<file path="src/rtl/name_entry_ctrl.sv">
// Name-entry front end: turns button edges into a three-letter name and cursor
// position, then hands the finished name to the score store via valid/ready.
module name_entry_ctrl #(
  parameter int STRING_SIZE  = 15,
  parameter int CHAR_MAX     = 25,
  parameter int REPEAT_DELAY = 50_000_000,
  parameter int REPEAT_RATE  = 10_000_000,
  parameter int CNT_W        = 26
) (
  input  logic                   clk,
  input  logic                   rst_n,
  input  logic                   start,
  input  logic                   btn_up,
  input  logic                   btn_down,
  input  logic                   btn_left,
  input  logic                   btn_right,
  input  logic                   btn_select,
  output logic [1:0]             input_pos,
  output logic [STRING_SIZE-1:0] player_name,
  output logic                   active,
  output logic                   commit_valid,
  input  logic                   commit_ready,
  output logic [STRING_SIZE-1:0] commit_name
);

  localparam int CW = STRING_SIZE / 3;

  typedef enum logic [1:0] {
    S_IDLE    = 2'd0,
    S_EDIT    = 2'd1,
    S_CONFIRM = 2'd2,
    S_COMMIT  = 2'd3
  } state_t;

  typedef enum logic [1:0] {
    R_NONE = 2'd0,
    R_UP   = 2'd1,
    R_DN   = 2'd2
  } rdir_t;

  state_t                 r_state, w_state_nx;
  logic [1:0]             r_pos, w_pos_nx;
  logic [STRING_SIZE-1:0] r_name, w_name_nx;
  logic [STRING_SIZE-1:0] r_cname, w_cname_nx;
  logic                   r_cvalid, w_cvalid_nx;
  logic                   r_active;
  logic                   r_start_q, r_up_q, r_dn_q, r_left_q, r_right_q, r_sel_q;
  rdir_t                  r_rpt_dir, w_rpt_start;
  logic [CNT_W-1:0]       r_rpt_cnt;
  logic                   r_rpt_rate;
  logic                   w_restart;
  logic                   w_rpt_held;
  logic [CNT_W-1:0]       w_rpt_lim;
  logic                   w_rpt_fire;
  logic                   w_start_e, w_up_e, w_dn_e, w_left_e, w_right_e, w_sel_e;

  function automatic logic [CW-1:0] char_step(input logic [CW-1:0] c, input logic up);
    logic [CW-1:0] r;
    if (up) begin
      if (c >= CW'(CHAR_MAX)) r = {CW{1'b0}};
      else                    r = c + CW'(1);
    end else begin
      if ((c == {CW{1'b0}}) || (c > CW'(CHAR_MAX))) r = CW'(CHAR_MAX);
      else                                          r = c - CW'(1);
    end
    return r;
  endfunction

  function automatic logic [CW-1:0] get_char(input logic [STRING_SIZE-1:0] n, input logic [1:0] p);
    logic [CW-1:0] r;
    case (p)
      2'd0:    r = n[STRING_SIZE-1 -: CW];
      2'd1:    r = n[STRING_SIZE-1-CW -: CW];
      2'd2:    r = n[CW-1:0];
      default: r = {CW{1'b0}};
    endcase
    return r;
  endfunction

  function automatic logic [STRING_SIZE-1:0] step_name(input logic [STRING_SIZE-1:0] n,
                                                       input logic [1:0] p, input logic up);
    logic [STRING_SIZE-1:0] r;
    logic [CW-1:0]          c;
    r = n;
    c = char_step(get_char(n, p), up);
    case (p)
      2'd0:    r[STRING_SIZE-1 -: CW]    = c;
      2'd1:    r[STRING_SIZE-1-CW -: CW] = c;
      2'd2:    r[CW-1:0]                 = c;
      default: r = n;
    endcase
    return r;
  endfunction

  assign w_start_e = start      & ~r_start_q;
  assign w_up_e    = btn_up     & ~r_up_q;
  assign w_dn_e    = btn_down   & ~r_dn_q;
  assign w_left_e  = btn_left   & ~r_left_q;
  assign w_right_e = btn_right  & ~r_right_q;
  assign w_sel_e   = btn_select & ~r_sel_q;

  // Auto-repeat fires when the tracked button is still held and its interval has elapsed
  always_comb begin
    w_rpt_held = 1'b0;
    case (r_rpt_dir)
      R_UP:    w_rpt_held = btn_up;
      R_DN:    w_rpt_held = btn_down;
      default: w_rpt_held = 1'b0;
    endcase
    if (r_rpt_rate) w_rpt_lim = CNT_W'(REPEAT_RATE - 1);
    else            w_rpt_lim = CNT_W'(REPEAT_DELAY - 1);
    w_rpt_fire = (r_state == S_EDIT) && w_rpt_held && (r_rpt_cnt == w_rpt_lim);
  end

  // Next-state: one action per cycle, start > select > right > left > up > down > repeat
  always_comb begin
    w_state_nx  = r_state;
    w_pos_nx    = r_pos;
    w_name_nx   = r_name;
    w_cname_nx  = r_cname;
    w_cvalid_nx = r_cvalid;
    w_restart   = 1'b0;
    w_rpt_start = R_NONE;
    case (r_state)
      S_IDLE: begin
        if (w_start_e) begin
          w_state_nx = S_EDIT;
          w_pos_nx   = 2'd0;
          w_name_nx  = {STRING_SIZE{1'b0}};
          w_restart  = 1'b1;
        end else begin
          w_state_nx = S_IDLE;
        end
      end
      S_EDIT: begin
        if (w_start_e) begin
          w_pos_nx  = 2'd0;
          w_name_nx = {STRING_SIZE{1'b0}};
          w_restart = 1'b1;
        end else if (w_sel_e || w_right_e) begin
          if (r_pos >= 2'd2) begin
            w_state_nx = S_CONFIRM;
            w_pos_nx   = 2'd3;
          end else begin
            w_pos_nx = r_pos + 2'd1;
          end
        end else if (w_left_e) begin
          if (r_pos != 2'd0) w_pos_nx = r_pos - 2'd1;
          else               w_pos_nx = 2'd0;
        end else if (w_up_e) begin
          w_name_nx = step_name(r_name, r_pos, 1'b1);
          if (r_rpt_dir == R_NONE) w_rpt_start = R_UP;
          else                     w_rpt_start = R_NONE;
        end else if (w_dn_e) begin
          w_name_nx = step_name(r_name, r_pos, 1'b0);
          if (r_rpt_dir == R_NONE) w_rpt_start = R_DN;
          else                     w_rpt_start = R_NONE;
        end else if (w_rpt_fire) begin
          w_name_nx = step_name(r_name, r_pos, r_rpt_dir == R_UP);
        end else begin
          w_state_nx = S_EDIT;
        end
      end
      S_CONFIRM: begin
        if (w_start_e) begin
          w_state_nx = S_EDIT;
          w_pos_nx   = 2'd0;
          w_name_nx  = {STRING_SIZE{1'b0}};
          w_restart  = 1'b1;
        end else if (w_sel_e) begin
          w_state_nx  = S_COMMIT;
          w_cname_nx  = r_name;
          w_cvalid_nx = 1'b1;
        end else if (w_left_e) begin
          w_state_nx = S_EDIT;
          w_pos_nx   = 2'd2;
        end else begin
          w_state_nx = S_CONFIRM;
        end
      end
      S_COMMIT: begin
        if (r_cvalid && commit_ready) begin
          w_state_nx  = S_IDLE;
          w_cvalid_nx = 1'b0;
          w_pos_nx    = 2'd0;
        end else begin
          w_state_nx = S_COMMIT;
        end
      end
      default: begin
        w_state_nx  = S_IDLE;
        w_pos_nx    = 2'd0;
        w_cvalid_nx = 1'b0;
      end
    endcase
  end

  // Main state, outputs and input-history registers
  always_ff @(posedge clk or negedge rst_n) begin
    if (!rst_n) begin
      r_state   <= S_IDLE;
      r_pos     <= 2'd0;
      r_name    <= {STRING_SIZE{1'b0}};
      r_cname   <= {STRING_SIZE{1'b0}};
      r_cvalid  <= 1'b0;
      r_active  <= 1'b0;
      r_start_q <= 1'b0;
      r_up_q    <= 1'b0;
      r_dn_q    <= 1'b0;
      r_left_q  <= 1'b0;
      r_right_q <= 1'b0;
      r_sel_q   <= 1'b0;
    end else begin
      r_state   <= w_state_nx;
      r_pos     <= w_pos_nx;
      r_name    <= w_name_nx;
      r_cname   <= w_cname_nx;
      r_cvalid  <= w_cvalid_nx;
      r_active  <= (w_state_nx == S_EDIT) || (w_state_nx == S_CONFIRM);
      r_start_q <= start;
      r_up_q    <= btn_up;
      r_dn_q    <= btn_down;
      r_left_q  <= btn_left;
      r_right_q <= btn_right;
      r_sel_q   <= btn_select;
    end
  end

  // Repeat tracker: a cursor move, restart or leaving EDIT drops it; a fresh edge is needed to resume
  always_ff @(posedge clk or negedge rst_n) begin
    if (!rst_n) begin
      r_rpt_dir  <= R_NONE;
      r_rpt_cnt  <= {CNT_W{1'b0}};
      r_rpt_rate <= 1'b0;
    end else if ((w_state_nx != S_EDIT) || (w_pos_nx != r_pos) || w_restart) begin
      r_rpt_dir  <= R_NONE;
      r_rpt_cnt  <= {CNT_W{1'b0}};
      r_rpt_rate <= 1'b0;
    end else if (w_rpt_start != R_NONE) begin
      r_rpt_dir  <= w_rpt_start;
      r_rpt_cnt  <= {CNT_W{1'b0}};
      r_rpt_rate <= 1'b0;
    end else if ((r_rpt_dir != R_NONE) && !w_rpt_held) begin
      r_rpt_dir  <= R_NONE;
      r_rpt_cnt  <= {CNT_W{1'b0}};
      r_rpt_rate <= 1'b0;
    end else if (r_rpt_dir != R_NONE) begin
      if (r_rpt_cnt == w_rpt_lim) begin
        r_rpt_cnt  <= {CNT_W{1'b0}};
        r_rpt_rate <= 1'b1;
      end else begin
        r_rpt_cnt  <= r_rpt_cnt + CNT_W'(1);
      end
    end else begin
      r_rpt_cnt <= {CNT_W{1'b0}};
    end
  end

  assign input_pos    = r_pos;
  assign player_name  = r_name;
  assign active       = r_active;
  assign commit_valid = r_cvalid;
  assign commit_name  = r_cname;

endmodule

</file>
<file path="config.mk">
export PLATFORM = sky130hd
export DESIGN_NAME = name_entry_ctrl
export DESIGN_NICKNAME = d
export VERILOG_FILES = /design/src/rtl/name_entry_ctrl.sv
export SDC_FILE = /design/constraint.sdc
export NUM_CORES = 1
export LEC_CHECK = 0
export BUFFER_PORTS_ARGS = -buffer_cell sky130_fd_sc_hd__buf_2
export CORE_ASPECT_RATIO = 0.8
export CORE_MARGIN = 8
export CORE_UTILIZATION = 40
export DETAILED_ROUTE_END_ITERATION = 10
export GPL_ROUTABILITY_DRIVEN = 0
export PLACE_DENSITY = 0.63
export SYNTH_ARGS = -nofsm -noshare
export SYNTH_HDL_FRONTEND = slang
export SYNTH_SLANG_ARGS = --single-unit
export TNS_END_PERCENT = 30
</file>
<file path="constraint.sdc">
create_clock -name clk -period 6 [get_ports clk]
set_input_delay 1.2 -clock clk [delete_from_list [all_inputs] [get_ports clk]]
set_output_delay 1.2 -clock clk [all_outputs]
set_load 0.03 [all_outputs]
</file>
==> results of run 1 <==
-- layout make-up --
type,instances,area (µm²)
fillers,916,5040
well taps,136,170
clock inverters,5,106
clock buffers,10,239
repair buffers,44,225
multi-input cells,283,2080
inverters,14,52.6
flip-flops and latches,71,1780
-- synth_stat cells (all sizes together), types with 2 or more instances --
master	number	area share (%)
dfrtp	71	44
mux2	29	8.5
nand2	27	2.5
nor4	27	4.2
nand3	19	2.4
nor2	19	1.8
a21oi	14	1.7
xnor2	14	3.1
inv	12	1.1
nor3	12	1.5
xor2	11	2.4
buf	9	1.8
clkbuf	9	0.84
ha	9	2.8
nand4	8	1.6
nor2b	8	1.2
and3	7	1.1
a2111oi	6	1.5
nand2b	6	0.94
o21ai	6	1.3
o31ai	6	1.1
o21a	5	0.94
a22oi	4	0.75
mux2i	4	1.0
o211ai	4	0.75
or4	4	0.84
a2bb2oi	3	0.97
or3	3	0.50
a211oi	2	0.69
a21o	2	0.37
a22o	2	0.44
and4	2	0.44
clkinv	2	0.19
nor4b	2	0.44
o22ai	2	0.31
o311a	2	0.50
-- power groups by stage --
stage	sequential [mW]	clock, mW	combinational (mW)
after global placement	0.701	0	0.988
final	0.702	0.625	1.01
after global routing	0.719	0.656	1.10
after floorplan	0.826	0	0.622
after detailed placement	0.708	0	1.00
after CTS	0.700	0.635	1.01
-- per-stage QoR --
step	hold WS (ns)	setup slack (ns)
floorplan	0.487	2.82
global placement	0.482	2.59
detailed placement	0.488	2.51
CTS	0.501	2.65
global route	0.507	2.33
finish	0.497	2.59
-- sequential cells by signal, summed over array words and instances, names as in the netlist, 2 cells and up --
signal,cells
input_pos,2
r_rpt_dir,2
commit_name,15
r_rpt_cnt,26
r_state,2
player_name,15
-- cell families (layout without fill, tap and decap cells) --
group	Yosys count	count (layout)	synth area share (%)
compound gates	69	69	13.9
xor+xnor	25	25	5.46
fa+ha+maj	9	9	2.81
buf+inv	32	73	3.96
flops	71	71	44.3
mux	33	33	9.52
simple gates	147	147	20.1
-- metal layers --
layer | up-vias | share of wire (%) | global-route usage (%)
li1 | 1515 | - | -
met1 | 1610 | 49 | 21.4
met2 | 105 | 43 | 22.0
met3 | 16 | 6.6 | 5.54
met4 | 2 | 1.4 | 5.08
met5 | - | 0.13 | 0
-- worst paths after layout --
path | startpoint | end | slack, ns | cells after the start
min in group asynchronous | rst_n | r_rpt_cnt[10] | 1.07 | 2
min | commit_name[3] | commit_name[3] | 0.50 | 1
max | input_pos[1] | player_name[12] | 2.59 | 8
max in group asynchronous | rst_n | r_sel_q | 4.34 | 2
min reg2reg | commit_name[3] | commit_name[3] | 0.50 | 1
max reg2reg | input_pos[1] | player_name[12] | 2.59 | 8
-- worst reg2reg max path: cells and delay by family (launching register included) --
kind / cells / cell delay [ns]
compound gates: 3 / 1.09
buf+inv: 1 / 0.16
simple gates: 2 / 0.88
flops: 1 / 0.80
mux: 1 / 0.14
fa+ha+maj: 1 / 0.27
==> metrics.md, run 1 <==
| Metric | Value |
|---|---|
| Areal power density over the cells | `502 nW/µm²` |
| Gate count after technology mapping | `386` |
| Critical path, cell by cell | `nor2b_1 -> a2bb2oi_2 -> inv_1 -> ha_1 -> or4_1 -> a211oi_1 -> a311o_2 -> mux2_2` |
| Syn_nets | `404` |
| ANT nets after route | `0` |
| Clock latency reported for the late side of the worst-skew pair | `0.34 ns` |
| Mean Syn Cell Area | `10.4 µm²` |
| Peak supply drop | `0.000355 V` |
| Slowest stage cell, crit path | `dfrtp_1` |
| Number of top-level design ports | `43` |
| Crit Path Category | `flip-flop to flip-flop` |
| Vertical die dimension | `106 µm` |
| Unrepaired setup endpoints after global routing | `no` |
| Share of total power in the clock network | `26.8%` |
| Final core area utilization | `48.0%` |
| Count of clock tree sinks | `71` |
| Largest stage delay on the critical path | `0.80 ns` |
| Commonest register cell after synthesis | `dfrtp_1` |
| Number of rows created at floorplan | `32` |
| Library cell used as clock root buffer | `clkbuf_16` |
| Power share of the combinational group | `43.2%` |
| Summed negative setup slack over all endpoints | `0 ns` |
| Global-route usage over all layers | `15.5%` |
| Number of global-route vias before repair | `3309` |
| Wire length per cell | `17.5 µm` |
| Final worst path period need | `3.41 ns` |
| # H-tree levels | `3` |
| Final Instance Count excl. Fillers | `563` |
| Share of total power consumed by net switching | `42.4%` |
| Most common cell after layout, fill and taps aside | `dfrtp_1` |
| Net switching component of the power | `0.989 mW` |
| Buffer levels on the longest clock path | `2` |
| Starting Density | `41.4%` |
| Area added between synthesis and finish | `16.0%` |
| Internal power contribution | `1.34 mW` |
| Initial antenna violation count | `1` |
| Final worst clock skew | `0.00885 ns` |
| Post-route total power | `2.33 mW` |
| GRT Residual Overflow | `0` |
| Number of failing hold endpoints at the final stage | `0` |
| Number of buffers inserted during clock tree synthesis | `9` |
| First-pass iteration count of the detailed router | `5` |
| Maximum achievable frequency | `0.293 GHz` |
| Maximum number of pins on one net before global-route repair | `72` |
| Critical Path End Type | `flip-flop` |
| Floorplan Core Area | `9690 µm²` |
| Die Outline Area | `13500 µm²` |
| EDFF count, synth | `0` |
| Share of post-route cells with drive strength above 1 | `23.2%` |
| Max Cap Viol | `0` |
| Area of the mapped netlist | `4010 µm²` |
| Crit start category | `flip-flop` |
| Flop and latch count out of synthesis | `71` |
| Fraction of registers with async set/reset | `100%` |
| Count of input and output buffers | `42` |
| Placed Instance Area | `4310 µm²` |
| CP Max Fanout | `20` |
| Sum of net half-perimeters after detailed placement | `6750 µm` |
| Iteration-0 DRC Markers | `360` |
| Count of pins over their slew limit | `0` |
| CTS Hold Bufs | `0` |
| Pleak | `2.01 nW` |
| Yosys cell types | `62` |
| Commonest cells after routing, fill and taps aside | `dfrtp_1 (71), buf_2 (42), nand2_1 (27), nor4_1 (27), mux2_2 (24)` |
| Post-cts sizing count | `0` |
| Proportion of synthesized chip area in sequential cells | `44.3%` |
| Cell Count Post-Placement | `548` |
| Vias per cell | `5.77` |
| Total number of vias | `3248` |
| Worst hold-check path type | `flip-flop to flip-flop` |
| Rel. slew slack | `28.5%` |
| Global-route wire length before repair | `16900 µm` |
| Diode count | `0` |
| Final nets | `441` |
| Number of buffers and inverters on the critical path | `1` |
| CTS tree | `yes` |
| Number of buffers inserted to repair setup after CTS | `0` |
| Req. time, crit path | `6.28 ns` |
| Sequential share of power | `30.1%` |
| Total of endpoints with negative setup slack in the final report | `0` |
| Share of the clock period used by the worst path | `56.8%` |
| Data arrival time of the worst path | `3.69 ns` |
| Number of warnings issued by yosys | `0` |
| Worst Max-Slew Pin Slew | `1.07 ns` |
| Total length of routed wires | `9830 µm` |
| Crit path max-delay family | `compound AO/OA/AOI/OAI gates` |
| Outcome | `complete, no violations` |
| Finished layout cell area | `4650 µm²` |
| Number of design rule violations left after detail routing | `0` |
| Clock transition at the register clock pins on the worst setup and hold paths after CTS | `0.06 ns` |
| Die width | `128 µm` |
(Power assumes the default switching activity.)
==> run 2: changes to the inputs <==
- ABC_AREA: unset -> 1
- PLACE_DENSITY: 0.63 -> 0.65
- clock period: 6 -> 2.9 ns (I/O delays scaled with it)
==> metrics.md, run 2 <==
| Metric | Value |
|---|---|
| Commonest register cell after synthesis | `dfrtp_1` |
| Peak supply drop | `0.000403 V (+13%)` |
| Critical Path End Type | `flip-flop` |
| Area added between synthesis and finish | `16.0% (about the same)` |
| Total length of routed wires | `10800 µm (+9.6%)` |
| Global-route wire length before repair | `18400 µm (+9.2%)` |
| CP Max Fanout | `9 (-55%)` |
| Wire length per cell | `14.4 µm (-18%)` |
| Mean Syn Cell Area | `7.71 µm² (-26%)` |
| Share of post-route cells with drive strength above 1 | `17.8% (-5.4 points)` |
| Area fraction of the dominant cell type after synthesis | `41.8% (-2.5 points)` |
| Rel. slew slack | `46.2% (+18 points)` |
| EDFF count, synth | `0 (unchanged)` |
| Clock transition at the register clock pins on the worst setup and hold paths after CTS | `0.06 ns (about the same)` |
| Largest register FFs | `26 (unchanged)` |
| Number of rows created at floorplan | `33 (+3.1%)` |
| Summed negative setup slack over all endpoints | `0 ns (unchanged)` |
| Count of clock tree sinks | `71 (unchanged)` |
| Req. time, crit path | `3.17 ns (-3.11 ns)` |
| Biggest register | `r_rpt_cnt` |
| # H-tree levels | `3 (unchanged)` |
| Floorplan Core Area | `10300 µm² (+6.1%)` |
| Count of input and output buffers | `42 (unchanged)` |
| Dpl ws | `-0.00960 ns (-2.52 ns)` |
| Die Outline Area | `14200 µm² (+5.1%)` |
| Outcome | `complete, no violations` |
| Data arrival time of the worst path | `2.79 ns (-0.90 ns)` |
| Total of endpoints with negative setup slack in the final report | `0 (unchanged)` |
| Top cell type by total area after synthesis | `dfrtp_1` |
| Proportion of synthesized chip area in sequential cells | `41.8% (-2.5 points)` |
| Final worst clock skew | `0.00712 ns (-0.00173 ns)` |
| Share of the clock period used by the worst path | `86.9% (+30 points)` |
| Number of global-route vias before repair | `3731 (+13%)` |
| Post-route total power | `4.25 mW (+82%)` |
| Sequential standard cell area | `1780 µm² (unchanged)` |
| Maximum achievable frequency | `0.397 GHz (+35%)` |
| GRT Residual Overflow | `0 (unchanged)` |
| Number of top-level design ports | `43 (unchanged)` |
| Vertical die dimension | `108 µm (+2.5%)` |
| First-pass iteration count of the detailed router | `5 (unchanged)` |
| Worst Max-Slew Pin Slew | `0.807 ns (-0.265 ns)` |
| Count of pins over their slew limit | `0 (unchanged)` |
| Sum of net half-perimeters after detailed placement | `8260 µm (+22%)` |
| Diode count | `0 (unchanged)` |
| Number of warnings issued by yosys | `0 (unchanged)` |
| Vias per cell | `5.15 (-11%)` |
| Hold WS | `0.338 ns (-0.160 ns)` |
| Final worst path period need | `2.52 ns (-0.888 ns)` |
| Area of the multi-input gates | `2160 µm² (+3.7%)` |
| Library cell used as clock root buffer | `clkbuf_16` |
| Fraction of registers with async set/reset | `100% (unchanged)` |
| Gate count after technology mapping | `551 (+43%)` |
| Pleak | `2.37 nW (+18%)` |
| Syn_nets | `569 (+41%)` |
| Commonest cells after routing, fill and taps aside | `nand2_1 (140), dfrtp_1 (71), inv_1 (66), nor2_1 (65), nand3_1 (50)` |
| Crit start category | `flip-flop` |
| Die width | `131 µm (+2.5%)` |
| Buffer levels on the longest clock path | `2 (unchanged)` |
| Area of the mapped netlist | `4250 µm² (+5.9%)` |
| Starting Density | `41.3% (-0.082 points)` |
| Unrepaired setup endpoints after global routing | `no` |
| Most common cell in the netlist | `nand2_1` |
| CTS Hold Bufs | `0 (unchanged)` |
| Iteration-0 DRC Markers | `311 (-14%)` |
| Total number of vias | `3854 (+19%)` |
| Clock latency reported for the late side of the worst-skew pair | `0.33 ns (about the same)` |
| Number of design rule violations left after detail routing | `0 (unchanged)` |
| Worst setup margin | `0.379 ns (-2.21 ns)` |
| Cell Count Post-Placement | `733 (+34%)` |
| Max Cap Viol | `0 (unchanged)` |
| Maximum number of pins on one net before global-route repair | `35 (-51%)` |
| Initial antenna violation count | `0 (-1)` |
| Worst hold-check path type | `input port to asynchronous set/reset pin` |
| Global-route usage over all layers | `15.7% (+0.17 points)` |
| Number of failing hold endpoints at the final stage | `0 (unchanged)` |
| Areal power density over the cells | `863 nW/µm² (+72%)` |
| Top post-synthesis cells by area | `dfrtp_1 (42%), nand2_1 (12%), nand3_1 (5.9%)` |
| Final core area utilization | `47.9% (-0.098 points)` |
| Most used standard cells in the synthesized netlist | `nand2_1 (140), dfrtp_1 (71), inv_1 (66)` |
| Crit Path Category | `flip-flop to flip-flop` |
| ANT nets after route | `0 (unchanged)` |
| Finished layout cell area | `4930 µm² (+5.9%)` |
| CTS tree | `yes` |
| Final nets | `622 (+41%)` |
| Most common cell after layout, fill and taps aside | `nand2_1` |
| Yosys cell types | `35 (-44%)` |
| Final Instance Count excl. Fillers | `748 (+33%)` |
| Placed Instance Area | `4640 µm² (+7.7%)` |
| Flop and latch count out of synthesis | `71 (unchanged)` |
| Number of buffers inserted during clock tree synthesis | `9 (unchanged)` |
| Number of fill cells in the layout | `1011 (+10%)` |
run 2: changes by cell type after synthesis, moves of 23 or more:
cell / delta
nor2_1: +46
nand3_1: +31
o21ai_0: +24
nor4_1: -23
nand2_1: +113
inv_1: +54
run 2: timing repair:
action / 4_1_cts / 5_1_grt
resized for setup: 0 / 1
setup buffers: 0 / 0
setup endpoints to repair: 0 / 7
run 2: final cells by class:
cell class / count / area share [%]
multi-input cells: 403 / 43.8
flip-flops and latches: 71 / 36.1
inverters: 73 / 5.56
repair buffers: 46 / 5.13
clock buffers: 9 / 4.57
well taps: 140 / 3.56
clock inverters: 6 / 1.27
run 2: kinds of logic (layout without fill, tap and decap cells):
group / count (synthesis) / in the layout / share of synthesized area [%]
buffers and inverters: 77 / 134 / 7.31
AND/OR/NAND/NOR: 321 / 321 / 35.2
flip-flops: 71 / 71 / 41.8
AO/OA/AOI/OAI: 39 / 39 / 5.27
adder cells (fa/ha/maj): 9 / 9 / 2.65
XOR/XNOR: 22 / 22 / 4.54
multiplexers: 12 / 12 / 3.18
run 2: final timing paths:
path,startpoint,endpoint,slack (ns),cells past startpoint
min in group clk,btn_right,r_right_q,0.37,1
worst min-delay path,rst_n,commit_name[2],0.34,1
worst max register to register,input_pos[0],player_name[13],0.38,15
worst max-delay path,input_pos[0],player_name[13],0.38,15
max in group asynchronous,rst_n,r_rpt_cnt[3],1.89,2
worst min register to register,r_rpt_cnt[0],r_rpt_cnt[0],0.46,1
run 2: critical path, stage by stage, from the launching register on:
cell and delay [ns]:
dfrtp_1 0.58, inv_2 0.16, nor2_4 0.22, nand2_1 0.08
nand3_1 0.18, inv_1 0.09, ha_1 0.20, nand4_1 0.11
nand3_1 0.08, nand2_1 0.15, o21ai_0 0.11, nand2_1 0.07
nand2_1 0.06, nor2_1 0.22, nand2_1 0.08, nand2_1 0.06
run 2: metal layers:
| layer | vias up | part of all wire [%] | global-route usage [%] |
|---|---|---|---|
| met1 | 1844 | 49 | 21.3 |
| li1 | 1879 | - | - |
| met2 | 115 | 44 | 24.2 |
| met5 | - | 0 | 0 |
| met3 | 16 | 6.2 | 4.22 |
| met4 | 0 | 1.2 | 4.47 |
run 2: power by group:
group / switching [mW] / leakage, nW / internal, mW
Clock: 0.418 / 0.145 / 0.659
Sequential: 0.201 / 0.962 / 1.19
Combinational: 1.24 / 1.26 / 0.548
Total: 1.86 / 2.37 / 2.40
==> run 3: changes to the inputs <==
- CELL_PAD_IN_SITES_DETAIL_PLACEMENT: unset -> 1
- CELL_PAD_IN_SITES_GLOBAL_PLACEMENT: unset -> 1
- PLACE_DENSITY: 0.65 -> 0.82
==> metrics.md, run 3 (synthesis gave the netlist of run 2 again) <==
| Metric | Value |
|---|---|
| Outcome | `complete, no violations` |
| Areal power density over the cells | `904 nW/µm² (+4.7%)` |
| Biggest register | `r_rpt_cnt` |
| Cell Count Post-Placement | `734 (+0.14%)` |
| Sequential standard cell area | `1780 µm² (unchanged)` |
| Worst Max-Slew Pin Slew | `0.918 ns (+0.110 ns)` |
| Peak supply drop | `0.000616 V (+53%)` |
| Number of failing hold endpoints at the final stage | `0 (unchanged)` |
| Rel. slew slack | `38.8% (-7.4 points)` |
| Req. time, crit path | `3.15 ns (-0.02 ns)` |
| Post-cts sizing count | `0 (unchanged)` |
| Area added between synthesis and finish | `16.9%` |
| Die Outline Area | `14200 µm² (unchanged)` |
| CTS tree | `yes` |
| CP Max Fanout | `19 (+10)` |
| Initial antenna violation count | `1 (+1)` |
| Sum of net half-perimeters after detailed placement | `9540 µm (+16%)` |
| Worst hold-check path type | `input port to flip-flop` |
| Number of global-route vias before repair | `4238 (+14%)` |
| Floorplan Core Area | `10300 µm² (unchanged)` |
| ANT nets after route | `0 (unchanged)` |
| Final Instance Count excl. Fillers | `750 (+0.27%)` |
| Number of buffers inserted during clock tree synthesis | `9 (unchanged)` |
| Global-route usage over all layers | `18.6% (+2.9 points)` |
| Iteration-0 DRC Markers | `257 (-17%)` |
| # H-tree levels | `3 (unchanged)` |
| Max Cap Viol | `0 (unchanged)` |
| Total number of vias | `3918 (+1.7%)` |
| Summed negative setup slack over all endpoints | `0 ns (unchanged)` |
| Vias per cell | `5.22 (+1.4%)` |
| Number of top-level design ports | `43 (unchanged)` |
| Number of buffers inserted to repair setup after CTS | `0 (unchanged)` |
| Library cell used as clock root buffer | `clkbuf_16` |
| Vertical die dimension | `108 µm (unchanged)` |
| Maximum achievable frequency | `0.376 GHz (-5.1%)` |
| Most common cell after layout, fill and taps aside | `nand2_1` |
| Buffer levels on the longest clock path | `2 (unchanged)` |
| Final worst clock skew | `0.00796 ns (+0.000837 ns)` |
| Total of endpoints with negative setup slack in the final report | `0 (unchanged)` |
| Crit start category | `flip-flop` |
| Pleak | `2.38 nW (+0.43%)` |
| Number of rows created at floorplan | `33 (unchanged)` |
| Largest register FFs | `26 (unchanged)` |
| Clock latency reported for the late side of the worst-skew pair | `0.34 ns (about the same)` |
| Share of post-route cells with drive strength above 1 | `18.0% (+0.27 points)` |
| Number of fill cells in the layout | `1287 (+27%)` |
| Total length of routed wires | `12700 µm (+18%)` |
| Critical Path End Type | `flip-flop` |
| Die width | `131 µm (unchanged)` |
| Starting Density | `41.3% (unchanged)` |
| Area of the multi-input gates | `2160 µm² (unchanged)` |
| Count of clock tree sinks | `71 (unchanged)` |
| Final nets | `623 (+0.16%)` |
| Share of the clock period used by the worst path | `91.7% (+4.7 points)` |
| First-pass iteration count of the detailed router | `4 (-1)` |
| Clock transition at the register clock pins on the worst setup and hold paths after CTS | `0.06 ns (about the same)` |
| Unrepaired setup endpoints after global routing | `no` |
| Maximum number of pins on one net before global-route repair | `40 (+14%)` |
| Diode count | `0 (unchanged)` |
| CTS Hold Bufs | `0 (unchanged)` |
| Commonest cells after routing, fill and taps aside | `nand2_1 (140), dfrtp_1 (71), inv_1 (66), nor2_1 (65), nand3_1 (50)` |
| Wire length per cell | `17.0 µm (+18%)` |
| Global-route wire length before repair | `21400 µm (+16%)` |
| Count of input and output buffers | `42 (unchanged)` |
| GRT Residual Overflow | `0 (unchanged)` |
| Data arrival time of the worst path | `2.91 ns (+0.12 ns)` |
| Crit Path Category | `flip-flop to flip-flop` |
| Final worst path period need | `2.66 ns (+0.137 ns)` |
| Number of design rule violations left after detail routing | `0 (unchanged)` |
| Count of pins over their slew limit | `0 (unchanged)` |
-- run 3: changes by cell type in the layout (fill, tap and decap cells not counted), sizes merged --
| cell | change |
|---|---|
| clkinv | -4 |
| buf | +1 |
| bufinv | +1 |
| clkbuf | +1 |
| inv | +1 |
| clkinvlp | +2 |
-- run 3: worst max-delay path: stages, from the launching register on --
cell and delay, ns:
dfrtp_1 0.51, inv_2 0.19, nor2_1 0.08, inv_1 0.07, o21ai_0 0.09, a31oi_1 0.25
ha_1 0.18, a21boi_0 0.22, buf_4 0.17, nand3_4 0.12, nor2_4 0.13, nand3_4 0.30
nor2_1 0.25
-- run 3: power breakdown --
group	switching [mW]	internal (mW)	leakage, nW
logic	1.30	0.557	1.26
clock network	0.459	0.781	0.155
registers	0.196	1.19	0.962
-- run 3: cell type report --
cell class,count,area share (%)
clock buffers,10,4.81
clock inverters,6,1.86
inverters,73,5.52
multi-input cells,403,43.5
flip-flops and latches,71,35.8
well taps,140,3.53
repair buffers,47,4.99
-- run 3: final timing paths --
check | slack [ns] | cells past startpoint | endpoint | startpoint
min in group asynchronous | 0.37 | 1 | commit_name[2] | rst_n
worst min-delay path | 0.36 | 1 | r_up_q | btn_up
worst max-delay path | 0.24 | 12 | r_rpt_cnt[6] | input_pos[1]
worst min register to register | 0.48 | 1 | r_rpt_cnt[0] | r_rpt_cnt[0]
max in group asynchronous | 1.73 | 2 | r_rpt_cnt[16] | rst_n
worst max register to register | 0.24 | 12 | r_rpt_cnt[6] | input_pos[1]
-- run 3: through the flow --
| step | instance area [µm²] | setup WS, ns | hold WS [ns] | util [%] | power (mW) |
|---|---|---|---|---|---|
| 3_5_place_dp | 4630 | 0.0966 | 0.460 | 45.1 | 3.24 |
| 4_1_cts | 4960 | 0.270 | 0.354 | 48.3 | 4.52 |
| 5_1_grt | 4960 | 0.105 | 0.357 | 48.3 | 4.74 |
| 3_3_place_gp | 4630 | 0.280 | 0.446 | 45.1 | 3.16 |
| 6_report | 4960 | 0.242 | 0.356 | 48.3 | 4.49 |
| 2_1_floorplan | 4250 | 0.419 | 0.284 | - | 2.65 |
-- run 3: layer usage --
layer	up-vias	global-route usage (%)	wire, µm
li1	1880	-	-
met1	1942	24.3	6050
met2	78	29.9	5870
met3	16	4.82	660
met4	2	5.79	147
met5	-	0	10
